[src/rtl/rvh_l1d_pkg.sv]
// Shared L1D constants and the per-MSHR refill line buffer state encoding.
package rvh_l1d_pkg;

    localparam int L1D_BANK_LINE_DATA_SIZE  = 512;
    localparam int MEM_DATA_WIDTH           = 64;
    localparam int BURST_SIZE               = L1D_BANK_LINE_DATA_SIZE / MEM_DATA_WIDTH;

    localparam int N_MSHR                   = 2;
    localparam int N_MSHR_W                 = (N_MSHR > 1) ? $clog2(N_MSHR) : 1;

    localparam int MEMNOC_TID_MASTERID_SIZE = 4;
    localparam int MEMNOC_TID_TID_SIZE      = 4;
    localparam int MEMNOC_TID_SIZE          = MEMNOC_TID_MASTERID_SIZE + MEMNOC_TID_TID_SIZE;

    typedef enum logic [1:0] {
        IDLE    = 2'd0,
        FILL    = 2'd1,
        DONE    = 2'd2,
        DEALLOC = 2'd3
    } refill_buf_state_e;

endpackage

[src/rtl/rvh_l1d_refill_collector_if.sv]
// L2 read-data (R) channel as seen by the L1D refill collector.
interface rvh_l1d_refill_collector_if;
    import rvh_l1d_pkg::*;

    logic                        rvalid;
    logic                        rready;
    logic [MEMNOC_TID_SIZE-1:0]  rid;
    logic [MEM_DATA_WIDTH-1:0]   rdata;
    logic [1:0]                  rresp;
    logic                        rlast;

    modport master (output rvalid, rid, rdata, rresp, rlast, input rready);
    modport slave  (input rvalid, rid, rdata, rresp, rlast, output rready);

endinterface

[src/rtl/rvh_l1d_refill_line_buf.sv]
// One MSHR's refill line buffer: beat counter, assembled line, error flag and
// IDLE/FILL/DONE/DEALLOC lifecycle.
module rvh_l1d_refill_line_buf
    import rvh_l1d_pkg::*;
#(
    parameter int BURST_LEN = BURST_SIZE
) (
    input  logic                               clk,
    input  logic                               rst,
    input  logic                               beat_fire,
    input  logic [MEM_DATA_WIDTH-1:0]          beat_data,
    input  logic                               beat_err,
    input  logic                               beat_last,
    input  logic                               refill_fire,
    input  logic                               dealloc_fire,
    output refill_buf_state_e                  state,
    output logic [BURST_LEN*MEM_DATA_WIDTH-1:0] line_data,
    output logic                               line_err
);

    localparam int CNT_W = (BURST_LEN > 1) ? $clog2(BURST_LEN) : 1;
    localparam logic [CNT_W-1:0] CNT_LAST = CNT_W'(BURST_LEN - 1);

    refill_buf_state_e                  state_reg, state_next;
    logic [CNT_W-1:0]                   cnt_reg, cnt_next;
    logic [BURST_LEN*MEM_DATA_WIDTH-1:0] data_reg, data_next;
    logic                               err_reg, err_next;

    always_ff @(posedge clk or posedge rst) begin
        if (rst) begin
            state_reg <= IDLE;
            cnt_reg   <= '0;
            data_reg  <= '0;
            err_reg   <= 1'b0;
        end else begin
            state_reg <= state_next;
            cnt_reg   <= cnt_next;
            data_reg  <= data_next;
            err_reg   <= err_next;
        end
    end

    always_comb begin
        state_next = state_reg;
        cnt_next   = cnt_reg;
        data_next  = data_reg;
        err_next   = err_reg;
        unique case (state_reg)
            IDLE, FILL: begin
                if (beat_fire) begin
                    for (int k = 0; k < BURST_LEN; k++) begin
                        if (cnt_reg == CNT_W'(k)) begin
                            data_next[k*MEM_DATA_WIDTH +: MEM_DATA_WIDTH] = beat_data;
                        end
                    end
                    err_next = err_reg | beat_err;
                    if (beat_last) begin
                        // A short burst leaves the line incomplete, so it is flagged.
                        err_next   = err_reg | beat_err | (cnt_reg != CNT_LAST);
                        cnt_next   = '0;
                        state_next = DONE;
                    end else if (cnt_reg == CNT_LAST) begin
                        // Overlong burst: wrap onto beat 0 and wait for rlast.
                        err_next   = 1'b1;
                        cnt_next   = '0;
                        state_next = FILL;
                    end else begin
                        cnt_next   = cnt_reg + CNT_W'(1);
                        state_next = FILL;
                    end
                end
            end
            DONE: begin
                if (refill_fire) begin
                    state_next = DEALLOC;
                end
            end
            DEALLOC: begin
                if (dealloc_fire) begin
                    state_next = IDLE;
                    err_next   = 1'b0;
                    data_next  = '0;
                end
            end
        endcase
    end

    assign state     = state_reg;
    assign line_data = data_reg;
    assign line_err  = err_reg;

endmodule

[src/rtl/rvh_l1d_refill_collector.sv]
// L1D refill collector: assembles L2 R beats into per-MSHR lines, hands them to
// the MLFB oldest-first, then frees the MSHR. Optional perf counters: RVH_L1D_REFILL_PERF_EN.
module rvh_l1d_refill_collector
    import rvh_l1d_pkg::*;
#(
    parameter int BANK_ID   = 0,
    parameter int BURST_LEN = BURST_SIZE
) (
    input  logic                               clk,
    input  logic                               rst,
    rvh_l1d_refill_collector_if.slave          l2_resp_if,
    output logic                               refill_valid_o,
    input  logic                               refill_ready_i,
    output logic [N_MSHR_W-1:0]                refill_mshr_id_o,
    output logic [L1D_BANK_LINE_DATA_SIZE-1:0] refill_data_o,
    output logic                               refill_err_o,
    output logic                               mshr_dealloc_valid_o,
    output logic [N_MSHR_W-1:0]                mshr_dealloc_idx_o,
    input  logic                               mshr_dealloc_ready_i
`ifdef RVH_L1D_REFILL_PERF_EN
    ,
    output logic [31:0]                        perf_refill_cnt_o,
    output logic [31:0]                        perf_rstall_cnt_o
`endif
);

    localparam logic [MEMNOC_TID_MASTERID_SIZE-1:0] OWN_MASTER = {1'b0, 3'(BANK_ID)};

    logic [MEMNOC_TID_MASTERID_SIZE-1:0] rid_master;
    logic [N_MSHR_W-1:0]                 rid_idx;
    logic                                rid_own;
    logic                                unused_rid_tid_hi;
    logic                                beat_fire_any;

    refill_buf_state_e                   buf_state [N_MSHR];
    logic [L1D_BANK_LINE_DATA_SIZE-1:0]  buf_data  [N_MSHR];
    logic [N_MSHR-1:0]                   buf_err;
    logic [N_MSHR-1:0]                   buf_open, is_done, is_dealloc;
    logic [N_MSHR-1:0]                   beat_fire, complete, refill_fire, dealloc_fire;
    logic [N_MSHR-1:0]                   refill_sel, dealloc_sel;
    // older_reg[i][j] set means buffer i completed its line before buffer j.
    logic [N_MSHR-1:0][N_MSHR-1:0]       older_reg;

    assign rid_master        = l2_resp_if.rid[MEMNOC_TID_TID_SIZE +: MEMNOC_TID_MASTERID_SIZE];
    assign rid_idx           = l2_resp_if.rid[N_MSHR_W-1:0];
    assign unused_rid_tid_hi = ^l2_resp_if.rid[MEMNOC_TID_TID_SIZE-1:N_MSHR_W];
    assign rid_own           = (rid_master == OWN_MASTER);

    // Foreign-master beats are always sunk; own beats wait for a free buffer.
    assign l2_resp_if.rready = !rid_own || buf_open[rid_idx];
    assign beat_fire_any     = l2_resp_if.rvalid && l2_resp_if.rready && rid_own;

    for (genvar gi = 0; gi < N_MSHR; gi++) begin : g_buf
        assign buf_open[gi]     = (buf_state[gi] == IDLE) || (buf_state[gi] == FILL);
        assign is_done[gi]      = (buf_state[gi] == DONE);
        assign is_dealloc[gi]   = (buf_state[gi] == DEALLOC);
        assign beat_fire[gi]    = beat_fire_any && (rid_idx == N_MSHR_W'(gi));
        assign complete[gi]     = beat_fire[gi] && l2_resp_if.rlast;
        assign refill_fire[gi]  = refill_sel[gi] && refill_ready_i;
        assign dealloc_fire[gi] = dealloc_sel[gi] && mshr_dealloc_ready_i;

        rvh_l1d_refill_line_buf #(
            .BURST_LEN (BURST_LEN)
        ) u_line_buf (
            .clk          (clk),
            .rst          (rst),
            .beat_fire    (beat_fire[gi]),
            .beat_data    (l2_resp_if.rdata),
            .beat_err     (l2_resp_if.rresp != 2'b00),
            .beat_last    (l2_resp_if.rlast),
            .refill_fire  (refill_fire[gi]),
            .dealloc_fire (dealloc_fire[gi]),
            .state        (buf_state[gi]),
            .line_data    (buf_data[gi]),
            .line_err     (buf_err[gi])
        );
    end

    // At most one line completes per cycle, so each completion simply becomes
    // the youngest: its own row clears and every other row marks it as younger.
    always_ff @(posedge clk or posedge rst) begin
        if (rst) begin
            older_reg <= '0;
        end else begin
            for (int i = 0; i < N_MSHR; i++) begin
                if (complete[i]) begin
                    older_reg[i] <= '0;
                end else begin
                    older_reg[i] <= older_reg[i] | complete;
                end
            end
        end
    end

    // Lines refill in completion order, so the same age relation orders deallocs.
    always_comb begin
        refill_sel  = is_done;
        dealloc_sel = is_dealloc;
        for (int i = 0; i < N_MSHR; i++) begin
            for (int j = 0; j < N_MSHR; j++) begin
                if (older_reg[j][i]) begin
                    refill_sel[i]  = refill_sel[i] && !is_done[j];
                    dealloc_sel[i] = dealloc_sel[i] && !is_dealloc[j];
                end
            end
        end
    end

    always_comb begin
        refill_mshr_id_o   = '0;
        refill_data_o      = '0;
        refill_err_o       = 1'b0;
        mshr_dealloc_idx_o = '0;
        for (int i = 0; i < N_MSHR; i++) begin
            if (refill_sel[i]) begin
                refill_mshr_id_o = N_MSHR_W'(i);
                refill_data_o    = buf_data[i];
                refill_err_o     = buf_err[i];
            end
            if (dealloc_sel[i]) begin
                mshr_dealloc_idx_o = N_MSHR_W'(i);
            end
        end
    end

    assign refill_valid_o       = |refill_sel;
    assign mshr_dealloc_valid_o = |dealloc_sel;

`ifdef RVH_L1D_REFILL_PERF_EN
    logic [31:0] perf_refill_cnt_reg;
    logic [31:0] perf_rstall_cnt_reg;

    always_ff @(posedge clk or posedge rst) begin
        if (rst) begin
            perf_refill_cnt_reg <= '0;
            perf_rstall_cnt_reg <= '0;
        end else begin
            if (refill_valid_o && refill_ready_i && (perf_refill_cnt_reg != '1)) begin
                perf_refill_cnt_reg <= perf_refill_cnt_reg + 32'd1;
            end
            if (l2_resp_if.rvalid && !l2_resp_if.rready && (perf_rstall_cnt_reg != '1)) begin
                perf_rstall_cnt_reg <= perf_rstall_cnt_reg + 32'd1;
            end
        end
    end

    assign perf_refill_cnt_o = perf_refill_cnt_reg;
    assign perf_rstall_cnt_o = perf_rstall_cnt_reg;
`endif

endmodule

[src/flat_wrapper.sv]
// flat-port wrapper written by rule: the top's interface ports become plain ports
module rvh_l1d_refill_collector_flat import rvh_l1d_pkg::*;
#(
    parameter int BANK_ID   = 0,
    parameter int BURST_LEN = BURST_SIZE
)
  (clk, rst, refill_valid_o, refill_ready_i, refill_mshr_id_o, refill_data_o, refill_err_o, mshr_dealloc_valid_o, mshr_dealloc_idx_o, mshr_dealloc_ready_i, l2_resp_if_rvalid, l2_resp_if_rid, l2_resp_if_rdata, l2_resp_if_rresp, l2_resp_if_rlast, l2_resp_if_rready);
  rvh_l1d_refill_collector_if l2_resp_if_i ();
  input  logic clk;
  input  logic rst;
  output logic refill_valid_o;
  input  logic refill_ready_i;
  output logic [N_MSHR_W-1:0] refill_mshr_id_o;
  output logic [L1D_BANK_LINE_DATA_SIZE-1:0] refill_data_o;
  output logic refill_err_o;
  output logic mshr_dealloc_valid_o;
  output logic [N_MSHR_W-1:0] mshr_dealloc_idx_o;
  input  logic mshr_dealloc_ready_i;
  input wire logic [$bits(l2_resp_if_i.rvalid)-1:0] l2_resp_if_rvalid;
  input wire logic [$bits(l2_resp_if_i.rid)-1:0] l2_resp_if_rid;
  input wire logic [$bits(l2_resp_if_i.rdata)-1:0] l2_resp_if_rdata;
  input wire logic [$bits(l2_resp_if_i.rresp)-1:0] l2_resp_if_rresp;
  input wire logic [$bits(l2_resp_if_i.rlast)-1:0] l2_resp_if_rlast;
  output wire logic [$bits(l2_resp_if_i.rready)-1:0] l2_resp_if_rready;
  assign l2_resp_if_i.rvalid = l2_resp_if_rvalid;
  assign l2_resp_if_i.rid = l2_resp_if_rid;
  assign l2_resp_if_i.rdata = l2_resp_if_rdata;
  assign l2_resp_if_i.rresp = l2_resp_if_rresp;
  assign l2_resp_if_i.rlast = l2_resp_if_rlast;
  assign l2_resp_if_rready = l2_resp_if_i.rready;
  rvh_l1d_refill_collector #(.BANK_ID(BANK_ID), .BURST_LEN(BURST_LEN)) u_core (.clk(clk), .rst(rst), .l2_resp_if(l2_resp_if_i), .refill_valid_o(refill_valid_o), .refill_ready_i(refill_ready_i), .refill_mshr_id_o(refill_mshr_id_o), .refill_data_o(refill_data_o), .refill_err_o(refill_err_o), .mshr_dealloc_valid_o(mshr_dealloc_valid_o), .mshr_dealloc_idx_o(mshr_dealloc_idx_o), .mshr_dealloc_ready_i(mshr_dealloc_ready_i));
endmodule
[config.mk]
export PLATFORM = sky130hd
export DESIGN_NAME = rvh_l1d_refill_collector_flat
export DESIGN_NICKNAME = d
export VERILOG_FILES = /design/src/rtl/rvh_l1d_pkg.sv /design/src/rtl/rvh_l1d_refill_collector_if.sv /design/src/rtl/rvh_l1d_refill_line_buf.sv /design/src/rtl/rvh_l1d_refill_collector.sv /design/src/flat_wrapper.sv
export SDC_FILE = /design/constraint.sdc
export NUM_CORES = 2
export LEC_CHECK = 0
export BUFFER_PORTS_ARGS = -buffer_cell sky130_fd_sc_hd__buf_2
export CORE_MARGIN = 2
export CORE_UTILIZATION = 59
export CTS_CLUSTER_SIZE = 28
export DETAILED_ROUTE_END_ITERATION = 8
export PLACE_DENSITY = 0.8
export SLEW_MARGIN = 10
export SYNTH_ARGS = -nofsm -noshare
export SYNTH_HDL_FRONTEND = slang
export SYNTH_HIERARCHICAL = 1
export SYNTH_SLANG_ARGS = --single-unit
[constraint.sdc]
create_clock -name clk -period 22.8 [get_ports clk]
set_input_delay 4.56 -clock clk [delete_from_list [all_inputs] [get_ports clk]]
set_output_delay 4.56 -clock clk [all_outputs]
set_load 0.01 [all_outputs]
==> impl_metrics.tcl <==
set metrics [dict create \
    outcome "finished clean" \
    maxSlewViolCount 0 \
    fin_ws_ns 12.32 \
    firstDrtPassIters 8 \
    critical_path.endpoint_type "primary output" \
    crit_arrival_ns 5.92 \
    crit_buf_inv 5 \
    gp_congestion 0.807 \
    crit_path_top_delay_cell "buf_4" \
    routed_wirelength_um 155000 \
    top_usage_layer "met2" \
    slowest_delay_ns 0.96 \
    antenna_found_initial 16 \
    switching_share 0.299 \
    drc 0 \
    max-slew-margin-rel 0.0965 \
    cts.htree.levels 3 \
    tns_ns 0 \
    power_density_nw_per_um2 93.4 \
    fin_crit_ns 10.48 \
    async_flop_share 1.00 \
    largest_reg_flops 1024 \
    clk_latency_ns 0.69 \
    row_count 109 \
    use_met1 0.466 \
    dieArea_um2 91100 \
    cts_buffers 108 \
    reg2reg_depth 9 \
    cp_cell_sequence "nand2b_1 > a211o_4 > buf_4 > buf_4 > buf_4 > inv_1 > or2_2 > buf_2" \
    syn2layout_area_growth_pct 11.3 \
    holdPathStages 1 \
    ys_seq_elements 1040 \
    io_buffers 594 \
    die_x_um 302 \
    cts_tree "yes" \
    cts.reportedPaths.clkPinSlew_ns 0.06 \
    vias_per_cell 6.47 \
    wl_per_cell_um 28.8 \
    clock_skew_ns 0.0208 \
    post-dp-hpwl_um 89400 \
    met2_usage 0.520 \
    cp-start-kind "flip-flop" \
    crit_required_ns 18.24 \
    initial_core_util 0.594 \
    setup-violations-final 0 \
    final-hold-violation-count 0 \
    p_leak_nw 29.3 \
    p_seq_frac 0.434 \
    ys_seq_area_frac 0.497 \
    grt_pass1_wl_um 231000 \
    ir_worst_vdd_v 0.0000760 \
    drive_gt1_frac 0.530 \
    post_dp_cell_area_um2 54600 \
    grt_pass1_vias 36000 \
    core-area_um2 88100 \
    cap_violations 0 \
    crit_type "flip-flop to primary output" \
    critical_path.top_delay_family "buffers and inverters" \
    hold_class "flip-flop to flip-flop" \
    synth_cells 3825 \
    ctsLongestPathBuffers 3 \
    nNetsFinal 4207 \
    ant_nets 0 \
    syn_avg_cell_area_um2 13.7 \
    grt_remaining_overflow 0 \
    ys_warn_count 6 \
    design_area_um2 58300 \
    tightest_slew_ns 1.36 \
    met3_usage 0.0636 \
    fin_cells 5380 \
    cts_resized 0 \
    dpl_worst_slack_ns 12.63 \
    cts_hold_buf 0 \
    syn_nets 3917 \
    grt_max_degree 210 \
    clockRootBuffer "clkbuf_16" \
    cts_setup_buffers 0 \
    cp_max_fo 76 \
    grt_setup_unrepaired "false" \
    p_sw_mw 1.63 \
    fmax_ghz 0.0954 \
    grt_usage 0.336 \
    pwr-share-clk 0.329 \
    power_frac_comb 0.237 \
    post-place-cells 5170 \
    p_int_mw 3.81 \
    syn_area_um2 52300 \
    synth-edff-count 0 \
    synth_flop_cell "dfrtp_1" \
    ys_types 39 \
    period_share 0.460 \
    drtIter0Drc 3297 \
    cts.sinks 1040 \
    via_count 34800 \
    worst_path_most_repeated_cell "buf_4" \
    cp_num_cells 8 \
    io_pins 598 \
    die_h_um 302 \
]
==> area by class of cell <==
type	instances	area, um2
tap	1165	1460
sequential	1040	26000
antenna	11	27.5
inverter	14	67.6
multi-input combinational	2295	23600
clock inverter	30	290
clock buffer	169	3330
fill	6452	29800
timing repair buffer	656	3500
==> layout by cell type (no fill, tap or decap), types with 4 or more instances in the layout <==
cell and n:
mux2_2 1372, dfrtp_1 1039, buf_2 594, nor4b_1 513
mux2_1 165, and2_1 126, clkbuf_16 112, buf_4 57
clkbuf_8 31, clkbuf_1 26, clkinv_2 20, nand2_1 20
o21ai_0 17, inv_1 12, ha_1 12, diode_2 11
nand2b_1 6, o21ai_4 6, a31oi_4 6, and2_0 6
buf_12 5, bufinv_16 4, a21o_4 4
==> power by group through the flow <==
stage	Sequential (mW)	Combinational, mW	Clock, mW
CTS	2.36	1.28	1.81
finish	2.36	1.29	1.79
floorplan	2.34	0.990	0
detailed placement	2.39	1.27	0
global placement	2.36	1.25	0
global route	2.40	1.36	1.89
==> path summary, 6_finish.rpt <==
kind	startpoint	endpoint	slack [ns]
max	u_core/g_buf[1].u_line_buf/state[1]	refill_valid_o	12.32
min	u_core/g_buf[0].u_line_buf/line_data[209]	u_core/g_buf[0].u_line_buf/line_data[209]	0.48
max reg2reg	u_core/g_buf[1].u_line_buf/state[1]	u_core/g_buf[1].u_line_buf/state[0]	17.37
min reg2reg	u_core/g_buf[0].u_line_buf/line_data[209]	u_core/g_buf[0].u_line_buf/line_data[209]	0.48
max in group asynchronous	rst	u_core/g_buf[0].u_line_buf/line_data[108]	14.81
min in group asynchronous	rst	u_core/older_reg[2]	3.86
==> routing by layer <==
metal | part of all wire | wire, um | up-vias
met4 | 0.041 | 6370 | 10
met1 | 0.42 | 65100 | 18400
met3 | 0.071 | 11100 | 315
li1 | - | - | 14500
met2 | 0.47 | 72400 | 1549
met5 | 0.00040 | 62 | -
==> cell families (layout without fill, tap and decap cells) <==
kind of cell | count (synthesis) | after routing | synth area share
flip-flops | 1040 | 1040 | 0.497
other | 0 | 11 | 0
AND/OR/NAND/NOR | 699 | 699 | 0.107
adder cells (fa/ha/maj) | 12 | 12 | 0.00287
multiplexers | 1537 | 1537 | 0.331
AO/OA/AOI/OAI | 45 | 45 | 0.00743
buffers and inverters | 490 | 869 | 0.0546
XOR/XNOR | 2 | 2 | 0.000335
==> stage by stage <==
stage               hold slack, ns  utilization  total power, mW
floorplan                    0.449            -             3.33
global placement             0.459        0.620             3.61
detailed placement           0.467        0.620             3.66
CTS                          0.480        0.661             5.45
global route                 0.492        0.661             5.66
finish                       0.479        0.661             5.44
==> cells in the mapped netlist (4+ instances only) <==
master | instances | area (um2)
and2_1 | 126 | 788
nand2b_1 | 7 | 43.8
o21ai_0 | 17 | 85.1
o21ai_2 | 6 | 52.6
a21o_1 | 4 | 30.0
buf_1 | 4 | 15.0
mux2_1 | 165 | 1860
nor4b_1 | 513 | 4490
buf_4 | 39 | 293
buf_6 | 104 | 1170
dfrtp_1 | 1040 | 26000
mux2_2 | 1372 | 15400
a31oi_4 | 6 | 128
nand2_1 | 22 | 82.6
ha_1 | 12 | 150
clkbuf_1 | 257 | 965
inv_1 | 14 | 52.6
buf_2 | 72 | 360
and2_0 | 6 | 37.5
No activity file was read; power rests on OpenSTA's default activity.
